File: src/rtl/alu_muldiv_seq_if.sv
`default_nettype none
// ============================================================================
// Module   : alu_muldiv_seq_if
// Purpose  : Request/response bundle between the execute stage and the
//            iterative multiply/divide sequencer.
//            master : requester (drives req_*, resp_ready)
//            slave  : sequencer (drives req_ready, resp_*)
// Signals  : req_valid/req_ready handshake, req_op[1:0], req_a, req_b,
//            resp_valid/resp_ready handshake, resp_result, resp_divzero
// Revision : 1.0  initial release
// ============================================================================
interface alu_muldiv_seq_if #(
    parameter int XLEN = 32
);
    logic            req_valid;
    logic            req_ready;
    logic [1:0]      req_op;
    logic [XLEN-1:0] req_a;
    logic [XLEN-1:0] req_b;
    logic            resp_valid;
    logic            resp_ready;
    logic [XLEN-1:0] resp_result;
    logic            resp_divzero;

    modport master (
        output req_valid, req_op, req_a, req_b, resp_ready,
        input  req_ready, resp_valid, resp_result, resp_divzero
    );

    modport slave (
        input  req_valid, req_op, req_a, req_b, resp_ready,
        output req_ready, resp_valid, resp_result, resp_divzero
    );
endinterface
`default_nettype wire

File: src/rtl/alu_muldiv_seq.sv
`default_nettype none
// ============================================================================
// Module   : alu_muldiv_seq
// Purpose  : Iterative sequencer executing MUL, MULHU, DIVU and REMU on the
//            shared single-cycle ALU, using only its ADD and SUB operations.
//            Shift-add multiply and restoring divide, one bit per cycle.
// Ports    : clk, rst        - clock, synchronous active-high reset
//            bus (slave)     - request/response handshake bundle
//            alu_a, alu_b    - ALU operand drive
//            alu_op          - ALU opcode (4'b0000 ADD, 4'b0001 SUB only)
//            alu_result      - combinational ALU result, same cycle
// Options  : MULDIV_EARLY_OUT_EN - when defined, multiply leaves as soon as
//            the remaining multiplier bits are zero, and divide with
//            dividend < divisor completes at acceptance.
// Revision : 1.0  initial release
// ============================================================================
module alu_muldiv_seq #(
    parameter int XLEN = 32
) (
    input  logic              clk,
    input  logic              rst,
    alu_muldiv_seq_if.slave   bus,
    output logic [XLEN-1:0]   alu_a,
    output logic [XLEN-1:0]   alu_b,
    output logic [3:0]        alu_op,
    input  logic [XLEN-1:0]   alu_result
);

    localparam int              CW      = $clog2(XLEN) + 1;
    localparam logic [CW-1:0]   c_last  = CW'(XLEN - 1);
    localparam logic [3:0]      c_op_add = 4'b0000;
    localparam logic [3:0]      c_op_sub = 4'b0001;
`ifdef MULDIV_EARLY_OUT_EN
    localparam logic [CW-1:0]   c_xlen  = CW'(XLEN);
`endif

    typedef enum logic [1:0] {
        S_IDLE = 2'd0,
        S_MUL  = 2'd1,
        S_DIV  = 2'd2,
        S_DONE = 2'd3
    } state_t;

    state_t          r_state;
    state_t          w_state_nxt;

    // Product register {hi, lo} for multiply; for divide hi is the partial
    // remainder and lo the quotient/dividend shift register.
    logic [XLEN-1:0] r_hi;
    logic [XLEN-1:0] r_lo;
    logic [XLEN-1:0] r_b;        // multiplicand (MUL) or divisor (DIV)
    logic [CW-1:0]   r_cnt;
    logic            r_sel_hi;   // result from hi half: MULHU and REMU
    logic            r_divzero;

    logic            w_b_zero;
    logic            w_carry;
    logic [XLEN:0]   w_rprime;
    logic            w_ge;
    logic            w_last;
    logic            w_div_early;
`ifdef MULDIV_EARLY_OUT_EN
    logic            w_mul_early;
    logic [2*XLEN-1:0] w_mul_shifted;
`endif

    assign w_b_zero = (bus.req_b == '0);
    // ALU sum wrapped around iff it is smaller than one of its addends.
    assign w_carry  = (alu_result < r_hi);
    // Partial remainder shifted left with the next dividend bit.
    assign w_rprime = {r_hi, r_lo[XLEN-1]};
    // Full-width compare: r' can exceed XLEN bits when the divisor has its
    // top bit set, which the ALU difference alone cannot reveal.
    assign w_ge     = (w_rprime >= {1'b0, r_b});
    assign w_last   = (r_cnt == c_last);

`ifdef MULDIV_EARLY_OUT_EN
    // Low XLEN-cnt bits of lo still hold unconsumed multiplier bits.
    assign w_mul_early   = ((r_lo & ({XLEN{1'b1}} >> r_cnt)) == '0);
    assign w_mul_shifted = {r_hi, r_lo} >> (c_xlen - r_cnt);
    assign w_div_early   = (bus.req_a < bus.req_b);
`else
    assign w_div_early   = 1'b0;
`endif

    // ------------------------------------------------------------------
    // State register
    // ------------------------------------------------------------------
    always_ff @(posedge clk) begin
        if (rst) begin
            r_state <= S_IDLE;
        end else begin
            r_state <= w_state_nxt;
        end
    end

    // ------------------------------------------------------------------
    // Next state and ALU drive
    // ------------------------------------------------------------------
    always_comb begin
        w_state_nxt = r_state;
        alu_a       = '0;
        alu_b       = '0;
        alu_op      = c_op_add;
        case (r_state)
            S_IDLE: begin
                if (bus.req_valid) begin
                    if (!bus.req_op[1]) begin
                        w_state_nxt = S_MUL;
                    end else if (w_b_zero || w_div_early) begin
                        w_state_nxt = S_DONE;
                    end else begin
                        w_state_nxt = S_DIV;
                    end
                end
            end
            S_MUL: begin
                alu_a  = r_hi;
                alu_b  = r_b;
                alu_op = c_op_add;
`ifdef MULDIV_EARLY_OUT_EN
                if (w_last || w_mul_early) begin
                    w_state_nxt = S_DONE;
                end
`else
                if (w_last) begin
                    w_state_nxt = S_DONE;
                end
`endif
            end
            S_DIV: begin
                alu_a  = w_rprime[XLEN-1:0];
                alu_b  = r_b;
                alu_op = c_op_sub;
                if (w_last) begin
                    w_state_nxt = S_DONE;
                end
            end
            S_DONE: begin
                if (bus.resp_ready) begin
                    w_state_nxt = S_IDLE;
                end
            end
            default: w_state_nxt = S_IDLE;
        endcase
    end

    // ------------------------------------------------------------------
    // Datapath
    // ------------------------------------------------------------------
    always_ff @(posedge clk) begin
        if (rst) begin
            r_hi      <= '0;
            r_lo      <= '0;
            r_b       <= '0;
            r_cnt     <= '0;
            r_sel_hi  <= 1'b0;
            r_divzero <= 1'b0;
        end else begin
            case (r_state)
                S_IDLE: begin
                    if (bus.req_valid) begin
                        r_cnt     <= '0;
                        r_sel_hi  <= bus.req_op[0];
                        r_divzero <= 1'b0;
                        if (!bus.req_op[1]) begin
                            r_hi <= '0;
                            r_lo <= bus.req_b;
                            r_b  <= bus.req_a;
                        end else if (w_b_zero) begin
                            // Quotient all-ones, remainder = dividend.
                            r_hi      <= bus.req_a;
                            r_lo      <= '1;
                            r_b       <= bus.req_b;
                            r_divzero <= 1'b1;
                        end else if (w_div_early) begin
                            r_hi <= bus.req_a;
                            r_lo <= '0;
                            r_b  <= bus.req_b;
                        end else begin
                            r_hi <= '0;
                            r_lo <= bus.req_a;
                            r_b  <= bus.req_b;
                        end
                    end
                end
                S_MUL: begin
                    r_cnt <= r_cnt + 1'b1;
`ifdef MULDIV_EARLY_OUT_EN
                    if (w_mul_early) begin
                        {r_hi, r_lo} <= w_mul_shifted;
                    end else
`endif
                    if (r_lo[0]) begin
                        r_hi <= {w_carry, alu_result[XLEN-1:1]};
                        r_lo <= {alu_result[0], r_lo[XLEN-1:1]};
                    end else begin
                        r_hi <= {1'b0, r_hi[XLEN-1:1]};
                        r_lo <= {r_hi[0], r_lo[XLEN-1:1]};
                    end
                end
                S_DIV: begin
                    r_cnt <= r_cnt + 1'b1;
                    r_lo  <= {r_lo[XLEN-2:0], w_ge};
                    // Low XLEN bits of the difference are exact: the true
                    // remainder is always below the divisor.
                    r_hi  <= w_ge ? alu_result : w_rprime[XLEN-1:0];
                end
                default: begin
                end
            endcase
        end
    end

    // ------------------------------------------------------------------
    // Handshake and response
    // ------------------------------------------------------------------
    assign bus.req_ready    = (r_state == S_IDLE);
    assign bus.resp_valid   = (r_state == S_DONE);
    assign bus.resp_result  = (r_state == S_DONE) ? (r_sel_hi ? r_hi : r_lo) : '0;
    assign bus.resp_divzero = (r_state == S_DONE) && r_divzero;

endmodule
`default_nettype wire

File: src/flat_wrapper.sv
// flat-port wrapper written by rule: the top's interface ports become plain ports
module alu_muldiv_seq_flat 
#(
    parameter int XLEN = 32
)
  (clk, rst, alu_a, alu_b, alu_op, alu_result, bus_req_valid, bus_req_op, bus_req_a, bus_req_b, bus_resp_ready, bus_req_ready, bus_resp_valid, bus_resp_result, bus_resp_divzero);
  alu_muldiv_seq_if #(.XLEN(XLEN)) bus_i ();
  input  logic clk;
  input  logic rst;
  output logic [XLEN-1:0] alu_a;
  output logic [XLEN-1:0] alu_b;
  output logic [3:0] alu_op;
  input  logic [XLEN-1:0] alu_result;
  input wire logic [$bits(bus_i.req_valid)-1:0] bus_req_valid;
  input wire logic [$bits(bus_i.req_op)-1:0] bus_req_op;
  input wire logic [$bits(bus_i.req_a)-1:0] bus_req_a;
  input wire logic [$bits(bus_i.req_b)-1:0] bus_req_b;
  input wire logic [$bits(bus_i.resp_ready)-1:0] bus_resp_ready;
  output wire logic [$bits(bus_i.req_ready)-1:0] bus_req_ready;
  output wire logic [$bits(bus_i.resp_valid)-1:0] bus_resp_valid;
  output wire logic [$bits(bus_i.resp_result)-1:0] bus_resp_result;
  output wire logic [$bits(bus_i.resp_divzero)-1:0] bus_resp_divzero;
  assign bus_i.req_valid = bus_req_valid;
  assign bus_i.req_op = bus_req_op;
  assign bus_i.req_a = bus_req_a;
  assign bus_i.req_b = bus_req_b;
  assign bus_i.resp_ready = bus_resp_ready;
  assign bus_req_ready = bus_i.req_ready;
  assign bus_resp_valid = bus_i.resp_valid;
  assign bus_resp_result = bus_i.resp_result;
  assign bus_resp_divzero = bus_i.resp_divzero;
  alu_muldiv_seq #(.XLEN(XLEN)) u_core (.clk(clk), .rst(rst), .bus(bus_i), .alu_a(alu_a), .alu_b(alu_b), .alu_op(alu_op), .alu_result(alu_result));
endmodule
File: config.mk
export PLATFORM = sky130hd
export DESIGN_NAME = alu_muldiv_seq_flat
export DESIGN_NICKNAME = d
export VERILOG_FILES = /design/src/rtl/alu_muldiv_seq_if.sv /design/src/rtl/alu_muldiv_seq.sv /design/src/flat_wrapper.sv
export SDC_FILE = /design/constraint.sdc
export NUM_CORES = 1
export LEC_CHECK = 0
export BUFFER_PORTS_ARGS = -buffer_cell sky130_fd_sc_hd__buf_2
export CAP_MARGIN = 15
export CORE_MARGIN = 3
export CORE_UTILIZATION = 56
export DETAILED_ROUTE_END_ITERATION = 8
export GPL_ROUTABILITY_DRIVEN = 0
export GPL_TIMING_DRIVEN = 0
export PLACE_DENSITY_LB_ADDON = 0.3
export SYNTH_ARGS = -nofsm -noshare
export SYNTH_HDL_FRONTEND = slang
export SYNTH_SLANG_ARGS = --single-unit
File: constraint.sdc
create_clock -name clk -period 2.55 [get_ports clk]
set_input_delay 0.3825 -clock clk [delete_from_list [all_inputs] [get_ports clk]]
set_output_delay 0.3825 -clock clk [all_outputs]
set_load 0.1 [all_outputs]
* Word level (Yosys, flattened, before mapping) *
Cells that the tools add are included.
Widths: inputs -> output; s select.

storage, ports and cells
  bits in registers = 106
  input port bits = 102
  word-level logic and storage cells = 54

operators by class
  add/subtract/negate cells = 1
  magnitude comparators = 2
  equality and inequality tests = 7
  multiplexer cells = 27
  reductions and logical operators = 10

operators with widths
  operator             count
  $mux 32              13
  $pmux 32 s3          2
  $pmux 32 s2          1
  $ge 33x32->1         1
  $logic_not 32->1     1
  $lt 32x32->1         1
  $pmux 6 s2           1
  $mux 2               4
  $add 6x1->6 const B  1
  $eq 6x5->1 const B   1
  $mux 6               1
  $pmux 2 s3           1
  $reduce_and 2->1     3
  $eq 2x2->1 const B   2
  $mux 1               4
  $ne 2x2->1 const B   2
  $reduce_and 3->1     1
  $reduce_bool 3->1    1
  $eq 2x1->1 const B   1
  $logic_not 2->1      1
  $ne 2x1->1 const B   1
  $reduce_bool 2->1    1
  $reduce_or 2->1      1
  $logic_and 1x1->1    1

* Longest topological paths before layout *
  depth after elaboration = 5
  gate-level depth with buffers = 11

* Worst setup path after synthesis *
Ideal clock, no wire load.

  path kind = register to output
  start = reg u_core.r_state[0]
  end = out alu_a[0]
  data arrival time = 3,548 ps
  required time = 2,168 ps
  slack = -1,380 ps
  stages on the path, launching flop included = 8
  cell sequence = dfxtp_1 > inv_1 > ha_1 > clkbuf_1 > clkbuf_1 > buf_1 > a22oi_1 > nor2b_1

on the way
  word-level cells in the longest chain between the ends = 2

ends and longest elaborated chain
  item                                      line                   source
  from (decl)                               alu_muldiv_seq.sv:44   state_t r_state;
  from (signal assigned)                    alu_muldiv_seq.sv:93   r_state <= w_state_nxt;
  $eq 2x2->1 or $eq 2x1->1 (tied branches)  alu_muldiv_seq.sv:105  case (r_state)
  $pmux 32 s2 (*)                           alu_muldiv_seq.sv:105
  to (decl)                                 flat_wrapper.sv:10     output logic [XLEN-1:0] alu_a;

Mark *: on every way between the ends. The rest lies on a longest branch, timed or not.

* Final worst setup path *
  start = reg u_core.r_hi[1]
  end = reg u_core.r_hi[21]

on the way
  word-level cells in the longest chain between the ends = 3

ends and longest elaborated chain
  item                    line                   source
  from (decl)             alu_muldiv_seq.sv:49   logic [XLEN-1:0] r_hi;
  from (signal assigned)  alu_muldiv_seq.sv:172  r_hi <= bus.req_a;
  from (signal assigned)  alu_muldiv_seq.sv:177  r_hi <= bus.req_a;
  from (signal assigned)  alu_muldiv_seq.sv:195  r_hi <= {w_carry, alu_result[XLEN-1:1]};
  $ge 33x32->1            alu_muldiv_seq.sv:74   assign w_ge = (w_rprime >= {1'b0, r_b});
  $mux 32                 alu_muldiv_seq.sv:207  r_hi <= w_ge ? alu_result : w_rprime[XLEN-1:0];
  $pmux 32 s3             alu_muldiv_seq.sv:160  case (r_state)

Every way passes these cells.
A chain may end at the register's enable or synchronous reset.

==> metrics.txt <==
setup ws final -0.156 ns; most frequent cells in the layout buf_2 (120), nand2_1 (118), nor2_1 (103); Remaining Overflow, GRT 0; final hold vios 0; vias in the first global route 10,959; Worst-Margin Slew 0.822 ns; DR pass1 iterations 7; Total Die Area 0.0183 mm2; Slew Viols, Final 0; antenna cell count 0; WHS 0.256 ns; Total Nets Final 1,660; Synth cell types 49; Synth area leaders dfxtp_1 (23%), ha_1 (9.1%), mux2i_1 (6.9%); Syn. warnings 0; Ports 205; Setup TNS Final -3.35 ns; H-Tree Depth 3; max-cap violations 0; core area 0.0161 mm2; Die X 135 um; vias per cell 6.94; CP Launch Type register; CTS buffer count 9; top routing layer in use met4; Max Buffers Root-to-Sink 2; P per Cell Area 1420 mW/mm2; Crit path required time 2.85 ns; count of final setup violators 33; Layout Cells excl Fill 1,711; Initial Utilization 58.2%; Seq/Total Area, Yosys 22.6%; hold buffer count at cts 0; worst skew pair latency 0.37 ns; CTS tree yes; cells after synthesis 1,269; Die H 135 um; wire per inst 23.6 um; Met1 Wirelength 14,200 um; clock skew 0.00602 ns; DP HPWL 28,400 um; port bufs 201; Buf/Inv on CP 2; Final Power 17.9 mW; gr usage total 41.4%; initial antenna violation count 0; crit-path cells ha_4 > a211oi_4 > o221ai_2 > a211oi_4 > o41ai_4 > a31oi_4 > buf_4 > buf_16 > mux2_4 > o21ai_2; crit path max fanout 6; cell taking the most area after synthesis dfxtp_1; critical path's slowest cell dfxtp_4; asr flop ratio synth 0%; Setup crit end kind register; Peak VDD IR 806 uV; largest net degree at the start of global routing 20; crit path launch u_core.r_hi[1]; Avg Inst Size Synth 7.39 um2; Top delay family on crit path compound AO/OA/AOI/OAI gates; fin crit share 106%; vias 11,876; sequential cell area 0.00216 mm2; DRT antenna net count 0; Largest stage delay, worst path 0.44 ns; status complete, but fails checks; Mapped Area 0.00938 mm2; critical path's most frequent cell a211oi_4; Reg2Reg Launch Point u_core.r_hi[1]; Slew headroom 45.2%; first-pass GRT wire length 59,800 um; fillcell total 1,099; hold_sp bus_req_op[0]; dpl cells 1,689; Crit Path Class reg2reg; met3 WL post-DR 5550 um; metal2 WL 17,100 um; share of Yosys cell area claimed by the top area cell type 22.6%; number of synthesized flops with an enable pin 0; most common cell after layout, fill and taps aside buf_2; multi-input logic area 0.00732 mm2; RSZ-0062 raised after global routing yes; Main synth FF type dfxtp_1; Sink Count 106; DR iter-0 viols 1,681; layout cells sized above 1 32.4%; #FFs+latches synth 106; Max Fclk 370 MHz; area delta synth->final 33.9%; DRC viols 0; CTS root buf clkbuf_16; worst hold path class in2reg; Arr. time, crit path 3.00 ns; crit path time final 2.71 ns; failing checks setup timing; Total Wirelength 40,500 um; FP Rows 46; Leakage 5.02 nW; Clock transition at path regs 0.08 ns
-- registers in the layout, indices dropped and copies added (netlist names) --
| register | count |
|---|---|
| u_core.r_hi | 32 |
| u_core.r_sel_hi | 1 |
| u_core.r_state | 2 |
| u_core.r_b | 32 |
| u_core.r_divzero | 1 |
| u_core.r_cnt | 6 |
| u_core.r_lo | 32 |
-- worst paths after layout --
kind	endpoint	slack, ns	depth (start not counted)
max	u_core.r_hi[21]	-0.16	10
min	u_core.r_sel_hi	0.26	3
max reg2reg	u_core.r_hi[21]	-0.16	10
min reg2reg	u_core.r_divzero	0.50	2
-- where the power goes --
| part | switching (mW) | internal (mW) | total [mW] |
|---|---|---|---|
| clock | 0.751 | 0.782 | 1.53 |
| combinational | 8.13 | 4.64 | 12.8 |
| sequential | 1.19 | 2.36 | 3.55 |
-- routing by layer --
layer / track usage [%] / vias to the layer above
met3: 9.62 / 316
li1: - / 5044
met4: 26.9 / 0
met1: 52.3 / 5374
met2: 63.2 / 1142
met5: 0 / -
-- worst reg2reg max path, delay by kind of cell, from the launching register on --
family / cells / cell delay [ns]
buffers and inverters: 2 / 0.34
multiplexers: 1 / 0.31
AO/OA/AOI/OAI: 6 / 1.31
adder cells (fa/ha/maj): 1 / 0.24
flip-flops: 1 / 0.44
-- synthesized netlist by cell type, types with 3 or more instances --
master	count
nor2_1	135
nand2_1	118
dfxtp_1	106
a21oi_1	86
clkbuf_1	81
nand4_1	72
o21ai_0	71
ha_1	68
inv_1	68
mux2i_1	65
a211oi_1	42
and2_1	34
nor2b_1	34
a22oi_1	32
o211ai_1	32
o22ai_1	32
a22o_1	31
o21ai_2	20
mux2_2	18
buf_1	13
o21ai_1	12
buf_2	9
mux2_4	9
nor4_1	9
a21o_1	7
nand3_1	7
nor3_1	7
and4_1	5
buf_4	5
buf_6	5
mux2_1	5
nand2b_1	5
o221ai_1	4
a221oi_1	3
o21bai_1	3
xor2_1	3
-- logic make-up (layout without fill, tap and decap cells) --
group | Yosys count | count (layout) | share of synthesized area [%]
AND/OR/NAND/NOR | 428 | 428 | 21.8
AO/OA/AOI/OAI | 384 | 384 | 27.0
buffers and inverters | 181 | 405 | 7.97
flip-flops | 106 | 106 | 22.6
multiplexers | 97 | 97 | 11.1
adder cells (fa/ha/maj) | 68 | 68 | 9.08
XOR/XNOR | 4 | 4 | 0.374
other | 1 | 3 | 0.0400
-- area by class of cell --
type / instances / area share [%]
multi-input cells: 984 / 58.3
flip-flops and latches: 106 / 17.2
repair buffers: 212 / 13.2
plain buffers: 109 / 4.68
well taps: 216 / 2.15
inverters: 68 / 2.03
clock buffers: 9 / 1.79
clock inverters: 7 / 0.648
-- through the flow --
| step | setup WS (ns) | instance area, um2 | util (%) |
|---|---|---|---|
| after floorplan | -0.212 | 9900 | - |
| after global placement | -0.614 | 11200 | 69.3 |
| after detailed placement | -0.616 | 11200 | 69.4 |
| after CTS | -0.00239 | 12200 | 75.6 |
| after global routing | -0.253 | 12500 | 77.9 |
| final | -0.156 | 12500 | 77.9 |
-- timing repair --
item	4_1_cts	5_1_grt
gates resized for setup	211	118
gates cloned	3	0
pin swaps	6	9
endpoints found under the setup margin	163	156
setup buffers	3	5
(Power assumes the default switching activity.)
